**src/rtl/bcd_to_binary.sv**
```systemverilog
// Packed-BCD to unsigned binary converter using reverse double-dabble (shift right, subtract 3).
// Start/data-valid handshake; flags non-decimal nibbles and results that overflow OUTPUT_WIDTH.
module bcd_to_binary #(
    parameter int DECIMAL_DIGITS = 4,
    parameter int OUTPUT_WIDTH   = 16
) (
    input  logic                        i_Clock,
    input  logic                        i_Reset,
    input  logic                        i_Start,
    input  logic [DECIMAL_DIGITS*4-1:0] i_BCD,
    output logic [OUTPUT_WIDTH-1:0]     o_Binary,
    output logic                        o_DV,
    output logic                        o_Error,
    output logic                        o_Busy
);

    localparam int BCD_W = DECIMAL_DIGITS * 4;
    localparam int CAT_W = BCD_W + OUTPUT_WIDTH;
    localparam int IDX_W = (DECIMAL_DIGITS > 1) ? $clog2(DECIMAL_DIGITS) : 1;

    localparam logic [7:0]       LAST_SHIFT = 8'(OUTPUT_WIDTH - 1);
    localparam logic [IDX_W-1:0] LAST_DIGIT = IDX_W'(DECIMAL_DIGITS - 1);

    typedef enum logic [2:0] {
        IDLE,
        SHIFT,
        CHECK_SHIFT_INDEX,
        SUB,
        CHECK_DIGIT_INDEX,
        DONE
    } state_t;

    state_t                  r_State;
    logic [BCD_W-1:0]        r_BCD;
    logic [OUTPUT_WIDTH-1:0] r_Binary;
    logic [7:0]              r_Loop_Count;
    logic [IDX_W-1:0]        r_Digit_Index;
    logic                    r_Error;
    logic                    r_DV;

    logic                    w_Invalid;
    logic [3:0]              w_Digit;
    logic [CAT_W-1:0]        w_Shifted;

    // NOTE: combinational outputs get a default before any conditional update so no latch is inferred.
    always_comb begin
        w_Invalid = 1'b0;
        for (int i = 0; i < DECIMAL_DIGITS; i++) begin
            if (i_BCD[i*4 +: 4] > 4'd9) begin
                w_Invalid = 1'b1;
            end
        end
    end

    assign w_Digit   = r_BCD[r_Digit_Index*4 +: 4];
    assign w_Shifted = {r_BCD, r_Binary} >> 1;

    // NOTE: all state is updated with non-blocking assignments so every register samples pre-edge values.
    always_ff @(posedge i_Clock) begin
        if (i_Reset) begin
            r_State       <= IDLE;
            r_BCD         <= '0;
            r_Binary      <= '0;
            r_Loop_Count  <= '0;
            r_Digit_Index <= '0;
            r_Error       <= 1'b0;
            r_DV          <= 1'b0;
        end else begin
            case (r_State)
                IDLE: begin
                    r_DV <= 1'b0;
                    if (i_Start) begin
                        r_Binary <= '0;
                        if (w_Invalid) begin
                            r_Error <= 1'b1;
                            r_State <= DONE;
                        end else begin
                            r_BCD         <= i_BCD;
                            r_Error       <= 1'b0;
                            r_Loop_Count  <= '0;
                            r_Digit_Index <= '0;
                            r_State       <= SHIFT;
                        end
                    end
                end

                // LSB of the BCD field moves into the binary MSB; a zero enters the BCD MSB.
                SHIFT: begin
                    r_BCD    <= w_Shifted[CAT_W-1:OUTPUT_WIDTH];
                    r_Binary <= w_Shifted[OUTPUT_WIDTH-1:0];
                    r_State  <= CHECK_SHIFT_INDEX;
                end

                CHECK_SHIFT_INDEX: begin
                    if (r_Loop_Count == LAST_SHIFT) begin
                        r_Loop_Count <= '0;
                        // Anything left in the BCD field is weight >= 2^OUTPUT_WIDTH.
                        if (r_BCD != '0) begin
                            r_Error <= 1'b1;
                        end
                        r_State <= DONE;
                    end else begin
                        r_Loop_Count <= r_Loop_Count + 8'd1;
                        r_State      <= SUB;
                    end
                end

                SUB: begin
                    if (w_Digit >= 4'd8) begin
                        r_BCD[r_Digit_Index*4 +: 4] <= w_Digit - 4'd3;
                    end
                    r_State <= CHECK_DIGIT_INDEX;
                end

                CHECK_DIGIT_INDEX: begin
                    if (r_Digit_Index == LAST_DIGIT) begin
                        r_Digit_Index <= '0;
                        r_State       <= SHIFT;
                    end else begin
                        r_Digit_Index <= r_Digit_Index + 1'b1;
                        r_State       <= SUB;
                    end
                end

                DONE: begin
                    r_DV    <= 1'b1;
                    r_State <= IDLE;
                end

                default: begin
                    r_State <= IDLE;
                end
            endcase
        end
    end

    assign o_Binary = r_Binary;
    assign o_DV     = r_DV;
    assign o_Error  = r_Error;
    assign o_Busy   = (r_State != IDLE);

endmodule

```
**config.mk**
```make
export PLATFORM = sky130hd
export DESIGN_NAME = bcd_to_binary
export DESIGN_NICKNAME = d
export VERILOG_FILES = /design/src/rtl/bcd_to_binary.sv
export SDC_FILE = /design/constraint.sdc
export NUM_CORES = 1
export LEC_CHECK = 0
export BUFFER_PORTS_ARGS = -buffer_cell sky130_fd_sc_hd__buf_2
export CAP_MARGIN = 20
export CORE_UTILIZATION = 53
export DETAILED_ROUTE_END_ITERATION = 10
export PLACE_DENSITY = 0.74
export SKIP_LAST_GASP = 1
export SYNTH_ARGS = -nofsm -noshare
export SYNTH_HDL_FRONTEND = slang
export SYNTH_SLANG_ARGS = --single-unit
export TNS_END_PERCENT = 10
```
**constraint.sdc**
```tcl
create_clock -name i_Clock -period 4.45 [get_ports i_Clock]
set_clock_uncertainty 0.1 [all_clocks]
set_input_delay 0.6675 -clock i_Clock [delete_from_list [all_inputs] [get_ports i_Clock]]
set_output_delay 0.6675 -clock i_Clock [all_outputs]
set_load 0.01 [all_outputs]
```
# After elaboration in Yosys (flattened, before gate mapping)
# Cells that the tools add are included.
[op_classes]
n_addsub = 4
order_cmp = 5
eq_ne = 12
n_shift = 3
mux = 30
n_reduce_logical = 13
[op_table]
columns = ["operator", "count"]
rows = [
  ["16-bit 2-to-1 mux", 4],
  ["16-bit one-hot mux with 3 select lines", 1],
  ["4-bit negation with 34-bit output", 1],
  ["4-bit by 34-bit variable shift with 16-bit output (first input constant)", 1],
  ["4-bit by 34-bit indexed part select with 16-bit output", 1],
  ["16-bit one-hot mux with 2 select lines", 1],
  ["8-bit 2-to-1 mux", 3],
  ["16-bit bitwise mux", 1],
  ["4-bit > comparator (second input constant)", 4],
  ["8-bit one-hot mux with 2 select lines", 1],
  ["16-bit nonzero test", 1],
  ["16-bit by 5-bit indexed part select with 4-bit output", 1],
  ["3-bit one-hot mux with 5 select lines", 1],
  ["2-bit inequality test (second input constant)", 5],
  ["3-bit 2-to-1 mux", 3],
  ["8-bit by 1-bit adder with 8-bit output (second input constant)", 1],
  ["8-bit by 4-bit equality test with 1-bit output (second input constant)", 1],
  ["1-bit 2-to-1 mux", 8],
  ["2-bit 2-to-1 mux", 4],
  ["4-bit AND reduction", 2],
  ["2-bit nonzero test", 4],
  ["3-bit by 2-bit equality test with 1-bit output (second input constant)", 2],
  ["3-bit equality test (second input constant)", 2],
  ["3-bit AND reduction", 2],
  ["10 further kinds", 12],
]
[totals]
register_bits = 47
in_bits = 19
out_inout_bits = 19

# Logic depth before layout (Yosys ltp)
[depth]
ltp_word = 8
ltp_mapped = 8

# Least setup slack after synthesis
# Ideal clock, no wire load.
[synth_timing]
kind = "register to register"
start = "reg r_Digit_Index[0]"
end = "reg r_BCD[6]"
setup_ps = 88
arrival_ps = 2057
slack_ps = 2205
stages_incl_launch_ff = 7
path_buffers = 1
period_less_slack_ps = 2245
cell_sequence = "dfxtp_1 buf_6 mux4_1 ha_1 xor2_1 or3_1 a311oi_2"
[synth_between]
elab_chain_cells = 6
[synth_rtl]
columns = ["element", "line_no", "text"]
rows = [
  ["from (decl)", "37", "logic [IDX_W-1:0] r_Digit_Index;"],
  ["from (signal assigned)", "120", "r_Digit_Index <= r_Digit_Index + 1'b1;"],
  ["16-bit by 5-bit indexed part select with 4-bit output", "55", "assign w_Digit = r_BCD[r_Digit_Index*4 +: 4];"],
  ["4-bit by 2-bit subtractor with 4-bit output", "110", "r_BCD[r_Digit_Index*4 +: 4] <= w_Digit - 4'd3;"],
  ["4-bit by 34-bit indexed part select with 16-bit output", "110", ""],
  ["16-bit bitwise mux", "110", ""],
  ["16-bit 2-to-1 mux", "109", "if (w_Digit >= 4'd8) begin"],
  ["16-bit one-hot mux with 3 select lines", "69", "case (r_State)"],
  ["to (signal assigned)", "78", "r_BCD <= i_BCD;"],
  ["to (signal assigned)", "89", "r_BCD <= w_Shifted[CAT_W-1:OUTPUT_WIDTH];"],
  ["to (signal, indexed assignment)", "110", ""],
  ["to (decl)", "34", "logic [BCD_W-1:0] r_BCD;"],
]
# Several ways; a longest one is shown, not always the timed one. The select of a mux whose other input is x is not followed.
# A chain may end at the register's enable or synchronous reset.

# Final worst setup path
[layout_timing]
start = "reg r_Digit_Index[0]"
end = "reg r_BCD[0]"
# The elaborated chain is that of the path after synthesis.

==> results.yml <==
sta:
  drv_slew: 0
  holdWs_ns: 0.3815
  worst_slack_ns: 1.691
  setup_viol_count_final: 0
  rsz0062_at_grt: "false"
  fin_crit_sh_pct: 62.00
  worstMarginPinSlew_ns: 0.9474
  maxSlewHeadroom_pct: 36.71
  tns_ns: 0
  min_period_ns: 2.759
  hold_viol: 0
  max_clock_freq_mhz: 362.4
worst_setup_path:
  r2r_end: "r_BCD[0]"
  reg2reg_depth: 7
  path_delay_family: "flip-flops"
  cp-start-kind: "flip-flop"
  worstPathRequired_ns: 4.57
  critical_path_class: "flip-flop to flip-flop"
  critPathMaxStageDelay_ns: 0.66
  slowest_stage: "dfxtp_1"
  r2r_start: "r_Digit_Index[0]"
  path_buf_inv: 1
  cp_max_fo: 12
  critPathCaptureType: "flip-flop"
  crit_cells: 7
  crit_chain: "inv_1, ha_1, nor3b_1, nand2_1, o221ai_1, o211ai_1, a311oi_2"
  cp.arrival_ns: 2.88
  reg2reg_slack_ns: 1.69
clock_tree:
  cts_sinks: 47
  cts_tree: "built"
  clockRootBuffer: "clkbuf_8"
  numCtsBuffers: 5
  cts_buffer_depth: 2
  post-cts-setup-buffer-count: 0
  htreeDepth: 2
  clk_pin_slew_ns: 0.09
  post_cts_resized: 0
  cts_hold_buf: 0
  clock_latency_ns: 0.31
finish:
  nFillCells: 460
  regArea_um2: 940.9
  antenna_cells: 0
  multiInputGateArea_mm2: 0.001637
  fin_cells: 420
  nets: 380
  drive_gt1_share_pct: 18.13
  layout.core_utilization_pct: 62.62
  synthToLayoutAreaGrowth_pct: 10.70
global_route:
  grt_pass1_wl_um: 11360
  grt_pass1_vias: 2327
  grt_max_degree: 46
  grtUsageTotal_pct: 27.14
  antenna_found_initial: 0
  gr-total-overflow: 0
yosys:
  synth_top_area_share_pct: 34.09
  synth_top_area_cell: "dfxtp_1"
  synthFlopType: "dfxtp_1"
  synth_area_leaders: "dfxtp_1 34%, nor2_1 4.6%, a22oi_1 4.4%, ha_1 4.1%, nand2_1 4.1%"
  yosysUniqueCellTypes: 53
  synth.cells.most_frequent: "47 x dfxtp_1, 34 x nor2_1, 30 x nand2_1, 22 x a21oi_1, 17 x inv_1"
  synth.net_count: 356
  synthArstFlopShare_pct: 0
  synth_edf_count: 0
  ys_seq_area_share_pct: 34.09
  syn_area_mm2: 0.002760
  syn_avg_cell_area_um2: 8.415
  synthCells: 328
  yosys_warnings: 0
  ys_ff_latch: 47
  synth.most_common_cell: "dfxtp_1"
hold_path:
  min_from: "o_DV"
  holdPathStages: 2
  min_path_type: "flip-flop to flip-flop"
  hold_end: "o_DV"
floorplanning:
  die_h_um: 74.17
  row_count: 25
  design.core.area_mm2: 0.004880
  die_w_um: 74.17
  ios: 38
  die_area_mm2: 0.005500
  start_util_pct: 56.56
place:
  post-place-ws_ns: 1.720
  hpwlAfterDp_um: 4778
  dp.cells: 412
  gp_congestion: 0.9211
  io_buffers: 37
detailed_routing:
  via_count: 2644
  drt_iter0_markers: 232
  drt-total-wl_um: 6887
  drc_errors: 0
  drt-vias-per-instance: 6.295
  wire_per_inst_um: 16.40
  firstDrtPassIters: 6
  final_antenna_net_count: 0
power_and_ir_drop:
  max-vdd-ir-drop_mv: 0.2708
  leakagePower_nw: 1.106
  powerDensity_mw_per_mm2: 377.3
run:
  maxCapViolations: 0
status:
  status: "finished, final reports clean"
metal layers:
metal  GRT usage [%]  vias up  part of all wire (%)
li1                -     1284                     -
met1           38.23     1251                    47
met2           41.52       99                    45
met3           5.962       10                   7.2
met4           8.333        0                   1.4
met5               0        -                     0
cell type report:
| type | count | share of cell area [%] |
|---|---|---|
| clock buffer | 5 | 2.252 |
| clock inverter | 3 | 1.515 |
| inverter | 17 | 2.088 |
| multi-input combinational | 240 | 53.56 |
| sequential | 47 | 30.79 |
| tap | 67 | 2.744 |
| timing repair buffer | 41 | 7.043 |
stage by stage:
| stage | cell area [um2] | total power, W |
|---|---|---|
| after floorplan | 2760 | 0.0007532 |
| after global placement | 2940 | 0.0008266 |
| after detailed placement | 2940 | 0.0008310 |
| after CTS | 3055 | 0.001158 |
| after global routing | 3055 | 0.001219 |
| final | 3055 | 0.001153 |
power by group:
group | switching, W | internal (W)
combinational | 0.000199 | 0.000124
sequential | 0.0000557 | 0.000451
clock | 0.000154 | 0.000169
total | 0.000409 | 0.000744
worst max path at each step:
stage,start,end
finish,r_Digit_Index[0],r_BCD[0]
global route,r_Digit_Index[0],r_BCD[0]
CTS,r_Digit_Index[0],r_BCD[0]
detailed placement,r_Digit_Index[0],r_BCD[0]
global placement,r_Digit_Index[0],r_BCD[0]
floorplan,r_Digit_Index[0],r_BCD[6]
logic make-up (layout without fill, tap and decap cells):
family                   count (synthesis)  in the layout  share of synthesized area (%)
AND/OR/NAND/NOR                        116            116                          20.81
AO/OA/AOI/OAI                          107            107                          29.65
flip-flops                              47             47                          34.09
buffers and inverters                   41             66                          6.618
adder cells (fa/ha/maj)                  9              9                          4.080
multiplexers                             6              6                          4.125
XOR/XNOR                                 2              2                         0.6347
placed cells by master (no fill, tap or decap), drive strengths merged, types with 6 or more instances in the layout:
cell type,instances
a21oi,22
nor2,34
ha,9
inv,18
buf,41
or3,9
dfxtp,47
nand2,30
a311oi,9
o211ai,6
o221ai,8
nand3,8
o21ai,16
a22oi,16
flip-flops by register name, indices dropped and copies added, names as in the netlist:
register and cells:
r_Loop_Count 8, o_DV 1, r_Digit_Index 2, r_State 3, r_BCD 16, o_Error 1, o_Binary 16
worst register-to-register path, stage by stage, from the launching register on:
cell      delay [ns]
dfxtp_1         0.66
inv_1           0.27
ha_1            0.45
nor3b_1         0.43
nand2_1         0.15
o221ai_1        0.17
o211ai_1        0.13
a311oi_2        0.30
No activity file was read; power rests on OpenSTA's default activity.
